### src/rtl/parity_flag_acc.sv
// -----------------------------------------------------------------------------
// parity_flag_acc
//
// Registered, multi-beat parity flag generator. Accumulates parity over a
// packet of WIDTH-bit result words arriving on a valid/ready stream, optionally
// checks it against a supplied parity bit, and holds PF/PERR/OVF plus the beat
// count until the consumer accepts them.
//
// Ports:
//   clk, rst_n          clock, asynchronous active-low reset
//   odd_mode            0: PF=1 for an even count of ones, 1: PF=1 for odd
//   check_en            compare in_par against PF on the last beat
//   in_valid/in_ready   beat handshake
//   in_data             WIDTH-bit result word
//   in_last             final beat of the packet
//   in_par              expected PF, sampled on the last beat only
//   out_valid/out_ready result handshake
//   PF, PERR, OVF       parity flag, parity mismatch, forced termination
//   beat_cnt            number of beats in the reported packet
// -----------------------------------------------------------------------------
module parity_flag_acc #(
  parameter int unsigned WIDTH     = 8,
  parameter int unsigned MAX_BEATS = 16,
  parameter int unsigned CNT_W     = $clog2(MAX_BEATS + 1)
) (
  input  logic             clk,
  input  logic             rst_n,
  input  logic             odd_mode,
  input  logic             check_en,
  input  logic             in_valid,
  output logic             in_ready,
  input  logic [WIDTH-1:0] in_data,
  input  logic             in_last,
  input  logic             in_par,
  output logic             out_valid,
  input  logic             out_ready,
  output logic             PF,
  output logic             PERR,
  output logic             OVF,
  output logic [CNT_W-1:0] beat_cnt
);

  typedef enum logic [1:0] {
    IDLE  = 2'd0,
    ACCUM = 2'd1,
    HOLD  = 2'd2
  } state_e;

  state_e           state_q, state_d;
  logic             acc_q, acc_d;
  logic [CNT_W-1:0] cnt_q, cnt_d;
  logic             mode_q, mode_d;
  logic             chk_q, chk_d;
  logic             alive_q;

  logic             pf_q, pf_d;
  logic             perr_q, perr_d;
  logic             ovf_q, ovf_d;
  logic [CNT_W-1:0] bc_q, bc_d;

  // Per-beat datapath shared by IDLE and ACCUM.
  logic             accept;
  logic             first_beat;
  logic             mode_eff;
  logic             chk_eff;
  logic             acc_new;
  logic [CNT_W-1:0] cnt_new;
  logic             at_max;
  logic             term;
  logic             pf_new;

  // in_ready stays low until the first clock after reset release, and drops
  // for the whole HOLD state so a result and a new beat never overlap.
  assign in_ready  = alive_q & (state_q != HOLD);
  assign out_valid = (state_q == HOLD);
  assign accept    = in_valid & in_ready;

  // The first beat of a packet uses the live mode/check inputs; later beats
  // use the values latched on that first beat.
  assign first_beat = (state_q == IDLE);
  assign mode_eff   = first_beat ? odd_mode : mode_q;
  assign chk_eff    = first_beat ? check_en : chk_q;
  assign acc_new    = first_beat ? (^in_data) : (acc_q ^ (^in_data));
  assign cnt_new    = first_beat ? CNT_W'(1) : cnt_q + CNT_W'(1);
  assign at_max     = (cnt_new == CNT_W'(MAX_BEATS));
  assign term       = accept & (in_last | at_max);
  // acc_new is the XOR of all data bits, i.e. 1 for an odd count of ones.
  assign pf_new     = ~acc_new ^ mode_eff;

  always_comb begin
    // NOTE: every signal driven here gets a default first, so no path can
    // leave one unassigned and infer a latch.
    state_d = state_q;
    acc_d   = acc_q;
    cnt_d   = cnt_q;
    mode_d  = mode_q;
    chk_d   = chk_q;
    pf_d    = pf_q;
    perr_d  = perr_q;
    ovf_d   = ovf_q;
    bc_d    = bc_q;

    unique case (state_q)
      IDLE: begin
        if (accept) begin
          mode_d  = odd_mode;
          chk_d   = check_en;
          acc_d   = acc_new;
          cnt_d   = cnt_new;
          state_d = term ? HOLD : ACCUM;
        end
      end
      ACCUM: begin
        if (accept) begin
          acc_d   = acc_new;
          cnt_d   = cnt_new;
          state_d = term ? HOLD : ACCUM;
        end
      end
      HOLD: begin
        if (out_ready) begin
          acc_d   = 1'b0;
          cnt_d   = '0;
          state_d = IDLE;
        end
      end
      default: state_d = IDLE;
    endcase

    // Result registers only move when a packet terminates; between results
    // they keep the last reported values.
    if (term) begin
      pf_d   = pf_new;
      // An overflowed packet has no in_last, so in_par is never compared.
      perr_d = chk_eff & in_last & (in_par != pf_new);
      ovf_d  = at_max & ~in_last;
      bc_d   = cnt_new;
    end
  end

  // NOTE: state is updated with non-blocking assignments so every register
  // samples the pre-edge values regardless of process ordering.
  always_ff @(posedge clk or negedge rst_n) begin
    if (!rst_n) begin
      state_q <= IDLE;
      acc_q   <= 1'b0;
      cnt_q   <= '0;
      mode_q  <= 1'b0;
      chk_q   <= 1'b0;
      alive_q <= 1'b0;
      pf_q    <= 1'b0;
      perr_q  <= 1'b0;
      ovf_q   <= 1'b0;
      bc_q    <= '0;
    end else begin
      state_q <= state_d;
      acc_q   <= acc_d;
      cnt_q   <= cnt_d;
      mode_q  <= mode_d;
      chk_q   <= chk_d;
      alive_q <= 1'b1;
      pf_q    <= pf_d;
      perr_q  <= perr_d;
      ovf_q   <= ovf_d;
      bc_q    <= bc_d;
    end
  end

  assign PF       = pf_q;
  assign PERR     = perr_q;
  assign OVF      = ovf_q;
  assign beat_cnt = bc_q;

endmodule

### config.mk
export PLATFORM = sky130hd
export DESIGN_NAME = parity_flag_acc
export DESIGN_NICKNAME = d
export VERILOG_FILES = /design/src/rtl/parity_flag_acc.sv
export SDC_FILE = /design/constraint.sdc
export NUM_CORES = 1
export LEC_CHECK = 0
export BUFFER_PORTS_ARGS = -buffer_cell sky130_fd_sc_hd__clkbuf_2
export CAP_MARGIN = 20
export CORE_MARGIN = 2
export CORE_UTILIZATION = 29
export DETAILED_ROUTE_END_ITERATION = 8
export HOLD_SLACK_MARGIN = 0.08
export PLACE_DENSITY = 0.55
export SKIP_LAST_GASP = 1
export SYNTH_ARGS = -nofsm -noshare
export SYNTH_HDL_FRONTEND = slang
export SYNTH_SLANG_ARGS = --single-unit
### constraint.sdc
create_clock -name clk -period 2.53 [get_ports clk]
set_input_delay 0.1265 -clock clk [delete_from_list [all_inputs] [get_ports clk]]
set_output_delay 0.1265 -clock clk [all_outputs]
set_load 0.01 [all_outputs]
==> results.cfg <==
[run_status]
status = completed

[finish]
finalNetCount = 148
register_area_um2 = 475.5
multi_input_area_um2 = 538.0
area_growth_syn_to_layout_pct = 24.82
postLayoutCellArea_um2 = 1271
mostFrequentLayoutCell = clkbuf_2
n_antenna_cell = 0
drive_gt1_share_pct = 32.31
layout_common_cells = clkbuf_2 (25), dfrtp_1 (19), o21ai_0 (8), nor2_1 (7), xnor2_1 (7)
fill_cells = 372
final_core_util_pct = 37.80

[setup_path]
r2r_slack_ns = 0.11
critPathMaxFanout = 5
timing.critical_path.buf_inv = 0
worstSetupPathType = reg2reg
required_ns = 2.73
arrival_ns = 2.62
cp-end-kind = flop
max_stage_delay_ns = 0.56
crit_path_top_delay_cell = or4b_4
cp_cell_sequence = ha_1, xnor2_2, or3b_1, or4b_4, nand2_2, mux2_2
critPathLaunchType = flop
path_delay_family = simple AND/OR/NAND/NOR gates

[floorplanning]
rows = 21
dieArea_um2 = 4002
start_util_pct = 30.28
die_y_um = 63.26
ios = 26
die_w_um = 63.26
core_area_um2 = 3363

[detailed_routing]
wl_per_cell_um = 12.88
wirelength_um = 2267
drc_errors = 0
first_iter_violations = 16
vias = 841
ant_nets = 0
drtPass1Iterations = 4
viasPerCell = 4.778

[timing]
drv_slew = 0
hold_slack_ns = 0.09498
fmax_ghz = 0.4132
maxSlewHeadroom_pct = 64.31
worst_slew_pin_slew_ns = 0.5333
hold_violations = 0
period_needed_ns = 2.420
fin_setup_tns_ns = 0
rsz0062_at_grt = false
fin_crit_sh_pct = 95.65
setup_viol = 0
finClkSkew_ns = 0.001619

[synth]
netlist_instances = 98
ys_ff_latch = 19
ys_seq_area_share_pct = 46.68
async_flop_share_pct = 100.0
yosys.cell_types.count = 31
synth_top_area_share_pct = 46.68
yosysTopAreaCell = dfrtp_1
synth.avg_cell_area_um2 = 10.39
synth_nets = 115
synth_area_um2 = 1018
synth_edf_count = 0
synthTopCellsByArea = dfrtp_1 (47%), xnor2_1 (6.9%), mux2_2 (5.5%), o21ai_0 (3.9%), xor2_1 (3.4%)
synth_warnings = 0
ys.flop_type = dfrtp_1

[job]
drv_cap = 0

[global_route]
grt_max_degree = 20
grtUsageTotal_pct = 13.02
antenna_found_initial = 0
grt_pass1_wl_um = 4015
grt_pass1_vias = 914
grt_overflow = 0

[min_path]
hp-class = in2reg

[clock_tree]
clock_path_buffers = 2
tritoncts = done
cts_buffers = 3
postCtsSetupRepairBufs = 0
clock_latency_ns = 0.30
clock_sinks = 19
clk_pin_slew_ns = 0.11
htreeDepth = 1
root_buffer = clkbuf_4

[power]
peakVddDrop_mv = 0.3325
powerDensity_nw_per_um2 = 837.2
p_leak_uw = 0.0005904

[place]
place.port_buffers = 25
place.gp.congestion = 0.8637
placedInstanceArea_um2 = 1205
dp_hpwl_um = 1779
==> state kept, by name (all words and copies together) (netlist names) <==
| signal | count |
|---|---|
| PERR | 1 |
| cnt_q | 5 |
| beat_cnt | 5 |
| mode_q | 1 |
| chk_q | 1 |
| PF | 1 |
| acc_q | 1 |
| alive_q | 1 |
| OVF | 1 |
| state_q | 2 |
==> Yosys cell counts, drive strengths merged, types with 3 or more instances <==
cell type  count
a21oi          5
dfrtp         19
mux2           5
nor2           7
xor2           4
xnor2          8
inv            3
nand3          6
nand2          7
o21ai          8
==> stage by stage <==
step	total power [µW]	instances	worst slack [ns]
floorplan	753.6	98	0.2349
global placement	889.4	169	0.1410
detailed placement	900.7	169	0.08095
CTS	1064	176	0.05737
finish	1064	176	0.1100
global route	1156	176	0.001344
==> layout make-up <==
cell class              instances  share of cell area (%)
multi-input cells              75                   42.32
well taps                      46                   4.528
clock buffers                   4                   2.067
flip-flops and latches         19                   37.40
inverters                       3                  0.8858
repair buffers                 29                   12.80
==> per-layer routing <==
metal / vias up / wire length, µm / part of all wire [%] / GRT usage (%)
met5: - / 0 / 0 / 0
met4: 0 / 58 / 2.6 / 7.880
met3: 5 / 111 / 4.9 / 2.143
met2: 25 / 1121 / 49 / 22.21
met1: 395 / 976 / 43 / 15.29
li1: 416 / - / - / -
==> cells by family (layout without fill, tap and decap cells) <==
kind of cell	after synthesis	after routing	synth area share (%)
simple gates	30	30	15.73
flops	19	19	46.68
fa+ha+maj	1	1	1.228
compound gates	24	24	15.48
mux	6	6	6.511
other cells	1	1	0.3682
buf+inv	4	36	1.474
xor+xnor	13	13	12.53
==> where the power goes <==
group	leakage, µW	internal [µW]	switching, µW
Sequential	0.000239	397	79.7
Combinational	0.000337	217	212
Clock	0.0000150	61.6	97.9
Total	0.000590	675	389
==> path summary, 6_finish.rpt <==
check                           depth (start not counted)         from     endpoint
worst max-delay path                                    6     cnt_q[0]           PF
worst min-delay path                                    2    out_ready   state_q[1]
worst max register to register                          6     cnt_q[0]           PF
worst min register to register                          1  beat_cnt[2]  beat_cnt[2]
max in group asynchronous                               2        rst_n         PERR
min in group asynchronous                               2        rst_n      alive_q
==> what timing repair did <==
item,CTS,global route
hold buffers,3,0
endpoints found under the setup margin,0,2
gates resized for setup,0,2
hold endpoints to repair,21,0
Note: power is estimated with default switching activity, not from simulation.
